<file path="src/rtl/param_adder_accumulator.sv">
// param_adder_accumulator: debounced push-button adder/accumulator with sticky overflow, op counter and display mux
// Each button is synchronised, debounced and reduced to one pulse per accepted press.

module param_adder_accumulator_debounce #(
    parameter int DEBOUNCE_CYCLES = 4
) (
    input  logic MCLK,
    input  logic rst_n,
    input  logic raw,
    output logic pulse
);
    localparam int CW = $clog2(DEBOUNCE_CYCLES + 1);
    typedef enum logic [1:0] {IDLE, PRESS_WAIT, HELD, RELEASE_WAIT} state_t;
    state_t state;
    logic [CW-1:0] cnt;
    logic s1, s2;
    // The synchroniser is reset too, so a button held through reset looks like a fresh press
    always_ff @(posedge MCLK) begin
        if (!rst_n) begin
            s1 <= 1'b0;
            s2 <= 1'b0;
            state <= IDLE;
            cnt <= '0;
            pulse <= 1'b0;
        end else begin
            s1 <= raw;
            s2 <= s1;
            pulse <= 1'b0;
            case (state)
                IDLE: if (s2) begin
                    cnt <= CW'(1);
                    pulse <= (DEBOUNCE_CYCLES == 1);
                    state <= (DEBOUNCE_CYCLES == 1) ? HELD : PRESS_WAIT;
                end
                PRESS_WAIT: if (!s2) begin
                    cnt <= '0;
                    state <= IDLE;
                end else if (cnt == CW'(DEBOUNCE_CYCLES - 1)) begin
                    cnt <= '0;
                    pulse <= 1'b1;
                    state <= HELD;
                end else cnt <= cnt + CW'(1);
                HELD: if (!s2) begin
                    cnt <= CW'(1);
                    state <= (DEBOUNCE_CYCLES == 1) ? IDLE : RELEASE_WAIT;
                end
                RELEASE_WAIT: if (s2) begin
                    cnt <= '0;
                    state <= HELD;
                end else if (cnt == CW'(DEBOUNCE_CYCLES - 1)) begin
                    cnt <= '0;
                    state <= IDLE;
                end else cnt <= cnt + CW'(1);
                default: state <= IDLE;
            endcase
        end
    end
endmodule

module param_adder_accumulator #(
    parameter int DATA_W = 8,
    parameter int WIDTH = 16,
    parameter int CNT_W = 8,
    parameter int DEBOUNCE_CYCLES = 4
) (
    input  logic              MCLK,
    input  logic              rst_n,
    input  logic [DATA_W-1:0] din,
    input  logic              load_btn,
    input  logic              add_btn,
    input  logic              sub_btn,
    input  logic [1:0]        sel,
    output logic [WIDTH-1:0]  acc,
    output logic [WIDTH-1:0]  operand,
    output logic [CNT_W-1:0]  op_count,
    output logic              ovf,
    output logic [WIDTH-1:0]  disp_val
);
    logic load_p, add_p, sub_p;
    logic [WIDTH:0] sum, diff;
    logic [WIDTH-1:0] disp_nxt;

    param_adder_accumulator_debounce #(.DEBOUNCE_CYCLES(DEBOUNCE_CYCLES)) u_load (
        .MCLK(MCLK), .rst_n(rst_n), .raw(load_btn), .pulse(load_p)
    );
    param_adder_accumulator_debounce #(.DEBOUNCE_CYCLES(DEBOUNCE_CYCLES)) u_add (
        .MCLK(MCLK), .rst_n(rst_n), .raw(add_btn), .pulse(add_p)
    );
    param_adder_accumulator_debounce #(.DEBOUNCE_CYCLES(DEBOUNCE_CYCLES)) u_sub (
        .MCLK(MCLK), .rst_n(rst_n), .raw(sub_btn), .pulse(sub_p)
    );

    // The extra top bit is carry-out for add and borrow for sub
    always_comb begin
        sum = {1'b0, acc} + {1'b0, operand};
        diff = {1'b0, acc} - {1'b0, operand};
        disp_nxt = (sel == 2'd0) ? operand :
                   (sel == 2'd1) ? acc :
                   (sel == 2'd2) ? WIDTH'(op_count) : WIDTH'(ovf);
    end

    always_ff @(posedge MCLK) begin
        if (!rst_n) begin
            acc <= '0;
            operand <= '0;
            op_count <= '0;
            ovf <= 1'b0;
            disp_val <= '0;
        end else begin
            if (load_p) operand <= WIDTH'(din);
            else if (add_p) begin
                acc <= sum[WIDTH-1:0];
                ovf <= ovf | sum[WIDTH];
                op_count <= op_count + CNT_W'(1);
            end else if (sub_p) begin
                acc <= diff[WIDTH-1:0];
                ovf <= ovf | diff[WIDTH];
                op_count <= op_count + CNT_W'(1);
            end
            disp_val <= disp_nxt;
        end
    end
endmodule

</file>
<file path="config.mk">
export PLATFORM = sky130hd
export DESIGN_NAME = param_adder_accumulator
export DESIGN_NICKNAME = d
export VERILOG_FILES = /design/src/rtl/param_adder_accumulator.sv
export SDC_FILE = /design/constraint.sdc
export NUM_CORES = 1
export LEC_CHECK = 0
export ABC_AREA = 1
export BUFFER_PORTS_ARGS = -buffer_cell sky130_fd_sc_hd__buf_2
export CAP_MARGIN = 0
export CORE_ASPECT_RATIO = 1.4
export CORE_UTILIZATION = 40
export CTS_CLUSTER_SIZE = 40
export DETAILED_ROUTE_END_ITERATION = 8
export HOLD_SLACK_MARGIN = 0.1
export PLACE_DENSITY = 0.58
export SLEW_MARGIN = 10
export SYNTH_ARGS = -nofsm -noshare
export SYNTH_HDL_FRONTEND = slang
export SYNTH_HIERARCHICAL = 1
export SYNTH_SLANG_ARGS = --single-unit
</file>
<file path="constraint.sdc">
create_clock -name MCLK -period 2.8 [get_ports MCLK]
set_input_delay 0.56 -clock MCLK [delete_from_list [all_inputs] [get_ports MCLK]]
set_output_delay 0.56 -clock MCLK [all_outputs]
set_load 0.1 [all_outputs]
</file>
==> results.toml, run 1 <==
[place]
port_buffers = 63
hpwl_um = 8740
place_ws_ns = 0.712
post_dp_cell_area_um2 = 4510
place.gp.congestion = 0.999

[finish]
insertedDiodeCount = 0
finalInstanceArea_um2 = 4810
area_growth_pct = 16.7
finish.utilization_pct = 48.3
fillCellCount = 1022
fin_nets = 712
drive_gt1_share_pct = 17.9

[die]
die_w_um = 87.8
dieArea_um2 = 10700
rows = 43
coreArea_um2 = 9950
die_h_um = 122
start_util_pct = 41.4
io_pins = 72

[global_route]
grt_pass1_wl_um = 17800
antenna_found_initial = 0
busiest_layer = "met2"
grtUsageMet2_pct = 39.6
grt_max_degree = 27
grt_pass1_vias = 3681
grt_use_met1_pct = 24.0
grt.total_usage_pct = 22.0
grt_use_met3_pct = 4.47
grt_overflow = 0

[detailed_routing]
drt-initial-drc-count = 155
drcViolationCount = 0
via_count = 3973
routed_wl_um = 11200
drt_pass1_iterations = 4
avgRoutedWirePerCell_um = 13.7
via_per_inst = 4.87
drtAntennaViolNets = 0

[yosys]
synth_seq_cells = 73
yosys.area_share.simple_pct = 31.1
synth_xor_area_share_pct = 0.638
syn_area_um2 = 4120
synth_edf_count = 0
async_reset_ff_share_pct = 0
synth_top_family_by_area = "simple AND/OR/NAND/NOR gates"
yosys.area.top_type = "dfxtp_1"
synthCells = 612
avgSynthCellArea_um2 = 6.73
synth_flop_cell = "dfxtp_1"
synth_area_leaders = "dfxtp_1 35%, nand2_1 14%, inv_1 8.2%, ha_1 6.1%, nor2_1 5.4%"
synth_fa_ha_area_share_pct = 7.05
ys_warn_count = 6
muxShareOfSynthArea_pct = 0
yosysTopAreaCellShare_pct = 35.5
yosysUniqueCellTypes = 34
synth_compound_area_share_pct = 12.7
synth_seq_area_share_pct = 35.5

[power_and_ir_drop]
pwr-share-clk_pct = 49.7
power.density_nw_per_um2 = 483
seqPwrFrac_pct = 45.3
sw_frac_of_total_pct = 23.4
comb_power_share_pct = 5.0
power_mw = 2.32
p_leak_nw = 2.46
power.internal_mw = 1.78
peakVddDrop_uv = 377
power.switching_mw = 0.542

[critical_path]
crit_end = "acc[10]"
r2r_slack_ns = 0.65
cp.arrival_ns = 2.38
crit_path_start = "operand[7]"
r2r_start = "operand[7]"
cp-end-kind = "flip-flop"
path_class = "flip-flop to flip-flop"
rr_endpoint = "acc[10]"
cp_max_fo = 5
worstSetupStartpointType = "flip-flop"
rr_worst_depth = 12
cp_data_required_time_ns = 3.03

[clocking]
cts_resized = 0
cts_setup_buffers = 0
cts_root_buf = "clkbuf_16"
clockBufferDepth = 2
clkTransAtPathRegs_ns = 0.06
cts.htree.levels = 3
hold_buffers = 0
cts_inserted_buffers = 9
cts_tree = "done"
clock-sinks = 73
clock_latency_ns = 0.33

[sta]
setup_violations = 0
rsz0062_at_grt = "no"
drv_slew = 0
slew-limit-headroom_pct = 65.9
fin_setup_tns_ns = 0
clock_skew_ns = 0.00559
max_freq_mhz = 465
finalHoldViolCount = 0
min_period_ns = 2.15
worst_pin_slew_ns = 0.511
worst_slack_ns = 0.651
period_share_pct = 76.8

[status]
status = "finished, final reports clean"

[flow_run]
max-cap-violations = 0

[worst_hold_path]
hold_class = "input port to flip-flop"
## synthesized netlist by cell type (2+ instances only)
cell      instances
a21oi_2           4
buf_6             2
buf_4            13
dfxtp_1          73
nand3_1          33
inv_2            10
nor4_1            5
nand3_2           5
inv_1            90
ha_1             20
buf_2             3
a31oi_1           2
a21oi_1          42
o21ai_0          25
nand2_1         151
nor2_2            8
o21ai_1          16
clkbuf_1          4
nor2_1           59
o22ai_1           6
nand2_2          10
xor2_1            3
nor3_1           10
fa_1              2
nand4_1           7
## per-layer routing
layer	vias up	share of wire, %
met5	-	0
met4	0	3.2
li1	2047	-
met2	100	52
met1	1804	40
met3	22	5.0
## how the worst min path moves through the flow
| stage | start | endpoint | slack, ns | cells past startpoint |
|---|---|---|---|---|
| detailed placement | u_add/s1 | u_add/s2 | 0.40 | 2 |
| floorplan | u_add/s1 | u_add/s2 | 0.39 | 2 |
| global placement | u_load/s1 | u_load/s2 | 0.39 | 2 |
| CTS | add_btn | u_add/s1 | 0.39 | 3 |
| finish | add_btn | u_add/s1 | 0.40 | 3 |
| global route | add_btn | u_add/s1 | 0.41 | 3 |
## worst max-delay path, cell delays in order (launching register included)
cell and delay [ns]:
dfxtp_1 0.41, inv_1 0.09, ha_1 0.36, inv_2 0.14
nand2_1 0.09, nor2_1 0.25, nand3_1 0.20, nand3_1 0.17
nand2_1 0.06, nand2_1 0.09, nand3_1 0.07, nand2_1 0.07
nor2_1 0.04
## registers in the layout, indices dropped and copies added (netlist names), named ones only
| register | flops |
|---|---|
| acc | 16 |
| disp_val | 16 |
| op_count | 8 |
| operand | 8 |
| u_add/cnt | 3 |
| u_load/cnt | 3 |
| u_sub/cnt | 3 |
| ovf | 1 |
| u_add/pulse | 1 |
| u_add/s1 | 1 |
| u_add/s2 | 1 |
| u_add/state | 1 |
| u_load/pulse | 1 |
| u_load/s1 | 1 |
| u_load/s2 | 1 |
| u_load/state | 1 |
| u_sub/pulse | 1 |
| u_sub/s1 | 1 |
| u_sub/s2 | 1 |
| u_sub/state | 1 |
## layout make-up
class,instances,area [µm²],share of cell area (%)
tap,135,169,3.51
multi-input combinational,423,2150,44.8
clock buffer,11,243,5.05
sequential,73,1460,30.4
inverter,101,379,7.89
timing repair buffer,67,345,7.19
clock inverter,5,55.1,1.15
## cells by family after synthesis
kind of cell,after synthesis
and+or+nand+nor,292
xor gates and xnor gates,3
AOI/OAI and AO/OA,98
DFF,73
adders and majority gates,22
other,1
buffers and inverters,123
## per-stage QoR
step | instances | hold slack, ns
final | 815 | 0.404
after global routing | 815 | 0.409
after CTS | 815 | 0.394
after detailed placement | 799 | 0.397
after global placement | 799 | 0.394
after floorplan | 619 | 0.390
## power groups by stage
stage | clock network [mW] | logic, mW | registers, mW
after detailed placement | 0 | 0.117 | 1.08
after global placement | 0 | 0.116 | 1.07
after floorplan | 0 | 0.0933 | 1.08
after CTS | 1.17 | 0.117 | 1.05
final | 1.15 | 0.117 | 1.05
after global routing | 1.21 | 0.126 | 1.05
## layout by cell type, fill, tap and decap left out, types with 2 or more instances in the layout
master	instances
fa_1	2
dfxtp_1	73
nand3_2	5
xor2_1	3
clkinvlp_4	2
nor2_2	8
nand2_2	10
ha_1	20
o22ai_1	6
nor2_1	59
nand3_1	33
clkinv_2	2
nor4_1	5
o21ai_0	25
inv_1	90
nand2_1	151
a21oi_2	4
conb_1	8
inv_2	10
buf_4	4
a31oi_1	2
buf_2	63
clkbuf_16	9
nand4_1	7
o21ai_1	16
nor3_1	10
a21oi_1	42
Note: power is estimated with default switching activity, not from simulation.
==> inputs of run 2 (changes only) <==
ABC_AREA = 0   (was 1)
PLACE_DENSITY = 0.59   (was 0.58)
clock period = 2 ns   (was 2.8 ns; I/O delays follow)
==> results.toml, run 2 <==
[yosys]
ys_warn_count = 6
synth_area_leaders = "dfxtp_1 39%, ha_1 6.7%, mux2i_1 5.9%, nor2_1 5.5%, a21oi_1 3.3%"
yosysMostFrequentCell = "dfxtp_1"
avgSynthCellArea_um2 = 8.96
yosysUniqueCellTypes = 61
synth_seq_area_share_pct = 39.0
synthCells = 418
synthTopCellsByCount = "73 x dfxtp_1, 55 x nor2_1, 25 x a21oi_1"
yosysTopAreaCellShare_pct = 39.0
synth_seq_cells = 73
yosys.area.top_type = "dfxtp_1"
async_reset_ff_share_pct = 0
syn_area_um2 = 3740
synth_edf_count = 0
synth_flop_cell = "dfxtp_1"

[finish]
area_growth_pct = 39.2
drive_gt1_share_pct = 39.5
layout_commonest_cell = "buf_2"
reg.largest.list = "acc x16, disp_val x16"
fin_nets = 558
finalInstanceArea_um2 = 5210
stdcell_count = 633
finish.utilization_pct = 57.7
layout_common_cells = "63 x buf_2, 57 x dfxtp_1, 52 x nor2_1, 39 x buf_4"
insertedDiodeCount = 0

[place]
dp_cells = 610
port_buffers = 63
place_ws_ns = -0.311
hpwl_um = 6350
post_dp_cell_area_um2 = 4550
place.gp.congestion = 0.846

[worst_hold_path]
whs_path_depth = 2
worstHoldEndpoint = "u_add/s1"
hold_class = "input port to flip-flop"
min-delay-start = "add_btn"

[sta]
period_share_pct = 116
max_freq_mhz = 432
drv_slew = 0
rsz0062_at_grt = "yes"
min_period_ns = 2.31
finalHoldViolCount = 0
setup_violations = 7
holdWs_ns = 0.260
clock_skew_ns = 0.00781
fin_setup_tns_ns = -1.26
worst_slack_ns = -0.314

[clocking]
clock_latency_ns = 0.34
clockBufferDepth = 2
cts_inserted_buffers = 9
cts.htree.levels = 3
hold_buffers = 0
clock-sinks = 73
cts_root_buf = "clkbuf_16"
clkTransAtPathRegs_ns = 0.06
cts_tree = "done"

[detailed_routing]
drcViolationCount = 0
avgRoutedWirePerCell_um = 14.2
drtAntennaViolNets = 0
routed_wl_um = 9020
via_per_inst = 5.18
drt_pass1_iterations = 4
via_count = 3279
drt-initial-drc-count = 97

[critical_path]
path_buf_inv = 1
cp_top_family = "simple AND/OR/NAND/NOR gates"
path_class = "flip-flop to flip-flop"
cp_max_fo = 2
r2r_start = "operand[7]"
r2r_slack_ns = -0.31
worstPathCellList = "inv_2 -> ha_4 -> or4b_4 -> or4_4 -> nor4b_4 -> o31a_2 -> o21ai_1 -> nor3b_2"
cp-end-kind = "flip-flop"
worstSetupStartpointType = "flip-flop"
worst_path_max_delay_cell = "or4b_4"
rr_endpoint = "acc[15]"
cp_data_required_time_ns = 2.22
cp.arrival_ns = 2.53
rr_worst_depth = 8
cpPeakStageDelay_ns = 0.51

[global_route]
grt_overflow = 0
antenna_found_initial = 0
grt.total_usage_pct = 19.3
grt_pass1_wl_um = 14800
grt_pass1_vias = 3106
grt_max_degree = 29

[status]
status = "finished with violations"
violations = "setup timing"

[power_and_ir_drop]
peakVddDrop_uv = 598
p_leak_nw = 2.27
power_mw = 3.20
power.density_nw_per_um2 = 615

[die]
die_h_um = 116
rows = 41
die_w_um = 83.8
start_util_pct = 41.5
dieArea_um2 = 9760
io_pins = 72
coreArea_um2 = 9030

[flow_run]
max-cap-violations = 0
run 2: cell types whose count changed in the layout (fill, tap and decap cells not counted), sizes merged, moves of 8 or more:
cell / previous run / this run
buf: 67 / 109
nand2b: 0 / 12
and3: 0 / 9
nor2: 68 / 55
nand3: 38 / 8
and2: 0 / 14
xor2: 3 / 12
nand2: 161 / 15
nand3b: 1 / 9
mux2i: 0 / 22
inv: 100 / 18
a21oi: 46 / 25
nor2b: 0 / 8
o21ai: 42 / 14
run 2: kinds of logic after synthesis:
| group | count (synthesis) | share of synthesized area, % |
|---|---|---|
| other | 1 | 0.100 |
| AND/OR/NAND/NOR | 166 | 24.3 |
| multiplexers | 23 | 6.48 |
| AO/OA/AOI/OAI | 74 | 12.8 |
| flip-flops | 73 | 39.0 |
| XOR/XNOR | 18 | 4.21 |
| adder cells (fa/ha/maj) | 22 | 7.75 |
| buffers and inverters | 41 | 5.31 |
run 2: power breakdown:
part           switching [mW]  total [mW]  internal (mW)  leakage [nW]
Clock                   0.635        1.61          0.970         0.143
Sequential            0.00737        1.45           1.44         0.603
Combinational           0.114       0.148         0.0335          1.52
Total                   0.756        3.20           2.45          2.27
run 2: routing by layer:
| metal | global-route usage, % | vias to the layer above | part of all wire, % |
|---|---|---|---|
| met2 | 32.6 | 65 | 51 |
| met3 | 4.24 | 12 | 3.6 |
| li1 | - | 1647 | - |
| met1 | 23.7 | 1555 | 44 |
| met4 | 8.47 | 0 | 1.8 |
| met5 | 0 | - | 0 |
run 2: worst max-delay path by stage:
stage	end	cells after the start	from
after detailed placement	acc[15]	8	operand[7]
after global routing	acc[15]	8	operand[7]
after floorplan	acc[15]	8	operand[7]
after global placement	acc[15]	8	operand[7]
final	acc[15]	8	operand[7]
after CTS	acc[15]	8	operand[7]
run 2: repair_timing:
item,CTS,global route
setup buffers,3,4
setup endpoints to repair,10,15
gates cloned,0,0
resized for setup,24,33
pin swaps,17,28
run 2: cell type report:
class	count	area, µm²
clock inverters	6	66.3
well taps	107	134
multi-input cells	311	2490
repair buffers	109	704
fillers	827	3820
flip-flops and latches	73	1520
inverters	17	63.8
clock buffers	10	229
